`config.mk`:
```
export PLATFORM = sky130hd
export DESIGN_NAME = color_palette_gen
export DESIGN_NICKNAME = d
export VERILOG_FILES = /design/src/rtl/color_pkg.sv /design/src/rtl/galois_lfsr.sv /design/src/rtl/color_palette_gen.sv
export SDC_FILE = /design/constraint.sdc
export NUM_CORES = 1
export LEC_CHECK = 0
export BUFFER_PORTS_ARGS = -buffer_cell sky130_fd_sc_hd__buf_2
export CAP_MARGIN = 20
export CORE_MARGIN = 4
export CORE_UTILIZATION = 45
export DETAILED_ROUTE_END_ITERATION = 8
export PLACE_DENSITY = 0.75
export SLEW_MARGIN = 20
export SYNTH_ARGS = -nofsm -noshare
export SYNTH_HDL_FRONTEND = slang
export SYNTH_HIERARCHICAL = 1
export SYNTH_SLANG_ARGS = --single-unit
export TNS_END_PERCENT = 100
```
`constraint.sdc`:
```
create_clock -name clk -period 4.8 [get_ports clk]
set_input_delay 0.96 -clock clk [delete_from_list [all_inputs] [get_ports clk]]
set_output_delay 0.96 -clock clk [all_outputs]
set_load 0.02 [all_outputs]
```
`src/rtl/color_pkg.sv`:
```
// Shared types for the colour palette generator: RGB colour names, draw FSM
// states and the slot-index width helper.
package color_pkg;

    localparam int COLOR_W_DEF = 3;

    // RGB, one bit per channel, ordered {R,G,B}
    typedef enum logic [2:0] {
        BLACK   = 3'b000,
        BLUE    = 3'b001,
        GREEN   = 3'b010,
        CYAN    = 3'b011,
        RED     = 3'b100,
        MAGENTA = 3'b101,
        YELLOW  = 3'b110,
        WHITE   = 3'b111
    } color_e;

    typedef enum logic [1:0] {
        IDLE = 2'd0,
        BALL = 2'd1,
        POS  = 2'd2,
        PLAT = 2'd3
    } state_t;

    // Width of a platform slot index; never narrower than one bit
    function automatic int idx_w(input int n);
        return (n > 1) ? $clog2(n) : 1;
    endfunction

endpackage

```
`src/rtl/galois_lfsr.sv`:
```
// Galois LFSR with synchronous load. A zero load value is replaced by SEED
// so the register can never lock up in the all-zero state.
module galois_lfsr #(
    parameter int                LFSR_W = 16,
    parameter logic [LFSR_W-1:0] TAPS   = 16'hB400,
    parameter logic [LFSR_W-1:0] SEED   = 16'hACE1
) (
    input  logic              clk,
    input  logic              reset,
    input  logic              step,
    input  logic              load,
    input  logic [LFSR_W-1:0] load_val,
    output logic [LFSR_W-1:0] state
);

    // Load has priority over stepping; shift right, fold taps in when LSB is set
    always_ff @(posedge clk or posedge reset) begin
        if (reset)
            state <= SEED;
        else if (load)
            state <= (load_val == '0) ? SEED : load_val;
        else if (step)
            state <= state[0] ? ((state >> 1) ^ TAPS) : (state >> 1);
    end

endmodule

```
`src/rtl/color_palette_gen.sv`:
```
// Colour palette generator: per request draws one non-black ball colour and
// NUM_PLATS platform colours from an LFSR, with exactly one platform (at
// match_pos) carrying the ball colour.
// Optional build macro DISTINCT_PLATS_EN: all platform colours pairwise distinct.
//
// state | meaning
// IDLE  | waiting for req; LFSR free-runs only while enable=1
// BALL  | redraw until candidate colour is non-black, latch as ball
// POS   | redraw until index candidate is a valid slot, latch as match slot
// PLAT  | fill slots in order; match slot takes the ball, others redraw until legal
module color_palette_gen
    import color_pkg::*;
#(
    parameter int                LFSR_W    = 16,
    parameter logic [LFSR_W-1:0] TAPS      = 16'hB400,
    parameter logic [LFSR_W-1:0] SEED      = 16'hACE1,
    parameter int                NUM_PLATS = 4,
    parameter int                COLOR_W   = COLOR_W_DEF
) (
    input  logic                           clk,
    input  logic                           reset,
    input  logic                           enable,
    input  logic                           seed_load,
    input  logic [LFSR_W-1:0]              seed,
    input  logic                           req,
    output logic                           busy,
    output logic                           valid,
    output logic [COLOR_W-1:0]             ball_color,
    output logic [NUM_PLATS*COLOR_W-1:0]   plat_colors,
    output logic [idx_w(NUM_PLATS)-1:0]    match_pos,
    output logic [LFSR_W-1:0]              lfsr_state
);

    localparam int                 IDX_W    = idx_w(NUM_PLATS);
    localparam logic [IDX_W-1:0]   LAST_IDX = IDX_W'(NUM_PLATS - 1);
    localparam logic [COLOR_W-1:0] NO_COLOR = COLOR_W'(BLACK);

`ifdef DISTINCT_PLATS_EN
    // Not enough non-black, non-ball colours to make every platform distinct
    if (NUM_PLATS - 1 > (1 << COLOR_W) - 2) begin : g_bad_cfg
        $error("color_palette_gen: NUM_PLATS too large for distinct colours");
    end
`endif

    state_t                   state;
    logic [COLOR_W-1:0]       work_ball;
    logic [IDX_W-1:0]         work_pos;
    logic [IDX_W-1:0]         idx;
    logic [COLOR_W-1:0]       work_plat [NUM_PLATS];

    logic [COLOR_W-1:0]       cand;
    logic [IDX_W-1:0]         pos_cand;
    logic                     is_match;
    logic                     cand_ok;
    logic                     slot_ok;
    logic [COLOR_W-1:0]       slot_val;
    logic [NUM_PLATS*COLOR_W-1:0] plat_next;

    galois_lfsr #(
        .LFSR_W (LFSR_W),
        .TAPS   (TAPS),
        .SEED   (SEED)
    ) u_lfsr (
        .clk      (clk),
        .reset    (reset),
        .step     (enable || (state != IDLE)),
        .load     (seed_load),
        .load_val (seed),
        .state    (lfsr_state)
    );

    assign cand     = lfsr_state[COLOR_W-1:0];
    assign pos_cand = lfsr_state[IDX_W-1:0];
    assign is_match = (idx == work_pos);
    assign slot_val = is_match ? work_ball : cand;
    assign slot_ok  = is_match || cand_ok;

    // Legality of the current colour candidate for a non-match slot
    always_comb begin
        cand_ok = (cand != NO_COLOR) && (cand != work_ball);
`ifdef DISTINCT_PLATS_EN
        for (int j = 0; j < NUM_PLATS; j++) begin
            if ((IDX_W'(j) < idx) && (work_plat[j] == cand))
                cand_ok = 1'b0;
        end
`endif
    end

    // Work slots packed for output, with the slot being filled this cycle merged in
    always_comb begin
        plat_next = '0;
        for (int i = 0; i < NUM_PLATS; i++)
            plat_next[i*COLOR_W +: COLOR_W] = (IDX_W'(i) == idx) ? slot_val : work_plat[i];
    end

    // Draw sequencer; seed_load aborts silently, palette outputs only move on valid
    always_ff @(posedge clk or posedge reset) begin
        if (reset) begin
            state       <= IDLE;
            busy        <= 1'b0;
            valid       <= 1'b0;
            ball_color  <= '0;
            plat_colors <= '0;
            match_pos   <= '0;
            work_ball   <= '0;
            work_pos    <= '0;
            idx         <= '0;
            for (int i = 0; i < NUM_PLATS; i++)
                work_plat[i] <= '0;
        end else begin
            valid <= 1'b0;
            if (seed_load) begin
                state <= IDLE;
                busy  <= 1'b0;
            end else begin
                case (state)
                    IDLE: begin
                        if (req) begin
                            state <= BALL;
                            busy  <= 1'b1;
                        end
                    end
                    BALL: begin
                        if (cand != NO_COLOR) begin
                            work_ball <= cand;
                            state     <= POS;
                        end
                    end
                    POS: begin
                        if (32'(pos_cand) < 32'(NUM_PLATS)) begin
                            work_pos <= pos_cand;
                            idx      <= '0;
                            state    <= PLAT;
                        end
                    end
                    PLAT: begin
                        if (slot_ok) begin
                            work_plat[idx] <= slot_val;
                            if (idx == LAST_IDX) begin
                                ball_color  <= work_ball;
                                plat_colors <= plat_next;
                                match_pos   <= work_pos;
                                valid       <= 1'b1;
                                busy        <= 1'b0;
                                state       <= IDLE;
                            end else begin
                                idx <= idx + 1'b1;
                            end
                        end
                    end
                    default: state <= IDLE;
                endcase
            end
        end
    end

endmodule

```
Word-level counts from Yosys, hierarchy flattened
Index checks and enable logic that the tools add are counted.

word-level totals
  word-level logic and storage cells = 84
  register bits after elaboration = 56
  output and inout bits = 35

operators by class
  add/subtract/negate cells = 1
  reduce and logical (&&, ||, !) cells = 19
  $lt $le $gt $ge = 2
  bitwise operators = 3
  multiplexer cells = 30
  eq/ne operators = 15

operator list
  kind                                                                          number
  16-bit two-way mux                                                            4
  3-bit two-way mux                                                             6
  16-bit logical NOT                                                            1
  4-bit AND reduction                                                           4
  2-bit two-way mux                                                             7
  12-bit bitwise mux                                                            1
  3-bit != test, second input constant                                          4
  1-bit two-way mux                                                             8
  2-bit case mux with 4 select lines                                            1
  3-bit demux with 2-bit select                                                 1
  2-bit equality test, second input constant                                    3
  3-bit AND reduction                                                           2
  2-bit nonzero test                                                            3
  3-bit nonzero test                                                            2
  2-bit equality test, first input constant                                     2
  2-bit logical NOT                                                             2
  2-bit != test, second input constant                                          2
  3-bit inverter with 4-bit output                                              1
  2-bit case mux with 2 select lines                                            1
  3-bit >= comparator, second input constant                                    1
  3-bit by 1-bit less-than comparator with 1-bit output, second input constant  1
  3-bit != test                                                                 1
  2-bit inverter with 3-bit output                                              1
  2-bit by 1-bit adder with 2-bit output, second input constant                 1
  8 further kinds                                                               10

Longest topological paths before layout
  word-level depth = 6
  mapped depth = 8

Modules after synthesis
Netlist, hierarchy kept.

by module, submodules not included
  module             area each (µm²)  cells each  times used
  color_palette_gen  1936.9           161         1
  galois_lfsr        840.8            72          1

Least setup slack after synthesis
OpenSTA, ideal clock, no wires.

  kind = input -> register
  start point = input port seed[10]
  end point = register u_lfsr.state[13]
  stages = 3
  path slack = 2551 ps
  data arrival time = 2188 ps
  path through = or4_4 o41ai_4 o22a_1

between the ends
  word-level cells in the longest chain between the ends = 3

RTL lines
  item                    line                     RTL
  start: declaration      color_palette_gen.sv:24  input logic [LFSR_W-1:0] seed,
  16-bit logical NOT      galois_lfsr.sv:21        state <= (load_val == '0) ? SEED : load_val;
  16-bit two-way mux      galois_lfsr.sv:21
  16-bit two-way mux      galois_lfsr.sv:20        else if (load)
  end signal: assignment  galois_lfsr.sv:21
  end signal: assignment  galois_lfsr.sv:23        state <= state[0] ? ((state >> 1) ^ TAPS) : (state >> 1);
  end: declaration        galois_lfsr.sv:13        output logic [LFSR_W-1:0] state

No other way between the ends.
A chain may end at the register's enable or synchronous reset.

Worst setup path after layout
  start point = register u_lfsr.state[1]
  end point = register plat_colors[10]

between the ends
  word-level cells in the longest chain between the ends = 4

RTL lines
  item                                                        line                      RTL
  3-bit != test / 3-bit nonzero test (equally long branches)  color_palette_gen.sv:80   cand_ok = (cand != NO_COLOR) && (cand != work_ball);
  1-bit logical AND                                           color_palette_gen.sv:80
  1-bit logical OR                                            color_palette_gen.sv:76   assign slot_ok = is_match || cand_ok;
  4-bit AND reduction (no line)                               n/a
  end signal: assignment                                      color_palette_gen.sv:141  plat_colors <= plat_next;
  end: declaration                                            color_palette_gen.sv:29   output logic [NUM_PLATS*COLOR_W-1:0] plat_colors,

Several ways; a longest one is shown, not always the timed one.

==> flow_summary.ini <==
[setup_path]
cp.arrival_ps = 2610
rr_startpoint = u_lfsr/state[1]
cp_max_fo = 14
r2r_slack_ps = 2390
cp-start-kind = flip-flop
r2r_end = plat_colors[10]
reg2regPathDepth = 7
cp.required_ps = 5000
endpoint_kind = flip-flop
crit_type = reg -> reg

[layout]
area_delta_synth_final_pct = 14.6
layout-drive-gt1-share_pct = 40.1
final_cell_mix = buf_2, dfrtp_1, mux2_2, nor2_1
final_common_cell = buf_2
diodes = 0
finalNetCount = 315

[global_route]
overflow = 0
track_usage_pct = 16.7
grt_pass1_wl_mm = 9.92
grt_start_max_net_pins = 38
first_global_vias = 2019
antenna_found_initial = 0

[power]
pwr-share-seq_pct = 42.3
leakagePower_nw = 1.59
power_frac_comb_pct = 43.0
internal_power_mw = 0.997
p_sw_mw = 0.649
p_per_area_mw_per_mm2 = 517
switching_share_pct = 39.4
peakVddDrop_mv = 0.203
clock_power_share_pct = 14.8
finalPower_mw = 1.65

[cts]
cts_num_sinks = 53
cts_tree = built
insertion_delay_ps = 310
post-cts-setup-buffers = 0
clk_pin_slew_ps = 90
htreeDepth = 2
cts_buffer_depth = 2
cts_resized = 0
ctsRootBufferMaster = clkbuf_8
holdBufCountCts = 0
cts_buffers = 5

[timing]
fin_skew_ps = 8.12
tightest_slew_ps = 895
max_freq_ghz = 0.415
final_hold_viol_count = 0
setup_viol = 0
slew_violations = 0
setup_tns_ps = 0
fin_crit_sh_pct = 50.2
fin_ws_ps = 2390
rsz0062_at_grt = false
finalCriticalPeriod_ps = 2410
relSlewSlack_pct = 40.3

[flow_run]
maxCapViolations = 0

[place]
io_buffers = 55
routabilityCongestion = 0.806
dpl_worst_slack_ps = 2130
hpwl_mm = 4.28

[drt]
via_per_inst = 5.33
drc = 0
wl_per_cell_microns = 16.1
postRouteWirelength_mm = 5.84
dr.pass1.iters = 4
vias = 1931
drtAntennaViolNets = 0
first_iter_violations = 116

[synthesis]
synth_edf_count = 0
synth_flop_cell = dfrtp_1
yosysWarnings = 6
yosys.cell_types.count = 41
netlist_area_sq_mm = 0.00278
postSynthAreaPerCell_sq_um = 11.9
synth-seq-area-share_pct = 48.1
netlist_instances = 233
synth-async-reset-ratio_pct = 100
syn_nets = 262
ys_ff_latch = 53

[floorplanning]
core_sq_mm = 0.00596
die_area_sq_mm = 0.00749
die_h_microns = 86.6
start_util_pct = 46.6
rows = 28
die-width_microns = 86.6
io_pins = 56

[outcome]
status = complete, no violations

[worst_hold_path]
holdPathEnd = match_pos[0]
hold_path_class = reg -> reg
holdPathStages = 1
min-delay-start = match_pos[0]
==> cells in the mapped netlist (all sizes together), types with 2 or more instances <==
master	instances	area, sq um
a31oi	3	18.8
dfrtp	45	1130
nor4b	4	50.1
inv	9	33.8
nand2	10	37.5
o22a	8	76.3
nor2b	2	12.5
mux2i	14	140
or4	4	41.3
dfstp	8	210
xnor2	5	43.8
buf	7	46.3
mux2	38	443
a21oi	12	60.1
o21ai	15	75.1
ha	8	100
nor4	2	18.8
a22o	3	26.3
clkbuf	4	15.0
nand2b	4	25.0
nor2	17	63.8
==> sequential cells by signal, indices dropped and copies added, names as in the netlist <==
name          count
u_lfsr/state     16
plat_colors      12
work_plat         9
ball_color        3
work_ball         3
idx               2
match_pos         2
state             2
work_pos          2
busy              1
valid             1
==> per-layer routing <==
layer	GRT usage (%)	vias up	routed length, microns
met5	0	-	0
met4	5.52	0	88
met3	3.23	6	152
met2	25.9	27	2870
met1	23.6	964	2730
li1	-	934	-
==> stage by stage <==
step | util (%) | instances | hold WS, ps | cell area, sq um
final | 53.4 | 362 | 487 | 3180
after global routing | 53.4 | 362 | 514 | 3180
after floorplan | - | 233 | 481 | 2780
after CTS | 53.4 | 362 | 491 | 3180
after detailed placement | 52.1 | 354 | 470 | 3100
after global placement | 52.1 | 354 | 466 | 3100
==> worst max-delay path by stage <==
stage / startpoint / endpoint / slack, ps / cells past startpoint
final: u_lfsr/state[1] / plat_colors[10] / 2390 / 7
after detailed placement: seed_load / plat_colors[3] / 2130 / 4
after global routing: u_lfsr/state[1] / plat_colors[10] / 2200 / 7
after global placement: seed_load / ball_color[1] / 2190 / 4
after CTS: u_lfsr/state[1] / plat_colors[3] / 2370 / 7
after floorplan: seed[10] / u_lfsr/state[13] / 2550 / 3
==> worst max-delay path: stages (launching register included) <==
cell      delay, ps
dfrtp_1         640
nor2_1          110
a31oi_1         180
a21o_2          180
a21boi_4        100
nor4b_4         420
buf_4           320
mux2_2          360
==> power groups by stage <==
stage	clock (mW)	sequential, mW	combinational, mW
after floorplan	0	0.714	0.507
after global placement	0	0.699	0.691
after detailed placement	0	0.704	0.708
after CTS	0.252	0.695	0.710
after global routing	0.268	0.717	0.783
final	0.243	0.695	0.707
==> cell type report <==
cell class                 count  area, sq um
clock buffer                   6         72.6
clock inverter                 2         10.0
fill                         542         2770
inverter                       9         33.8
multi-input combinational    160         1350
sequential                    53         1340
tap                           75         93.8
timing repair buffer          57          290
==> cells by family after synthesis <==
group | count (synthesis) | synth area share (%)
AO/OA/AOI/OAI | 47 | 12.2
XOR/XNOR | 6 | 1.89
adder cells (fa/ha/maj) | 8 | 3.60
buffers and inverters | 20 | 3.42
flip-flops | 53 | 48.1
multiplexers | 52 | 21.0
AND/OR/NAND/NOR | 47 | 9.82
Note: power is estimated with default switching activity, not from simulation.
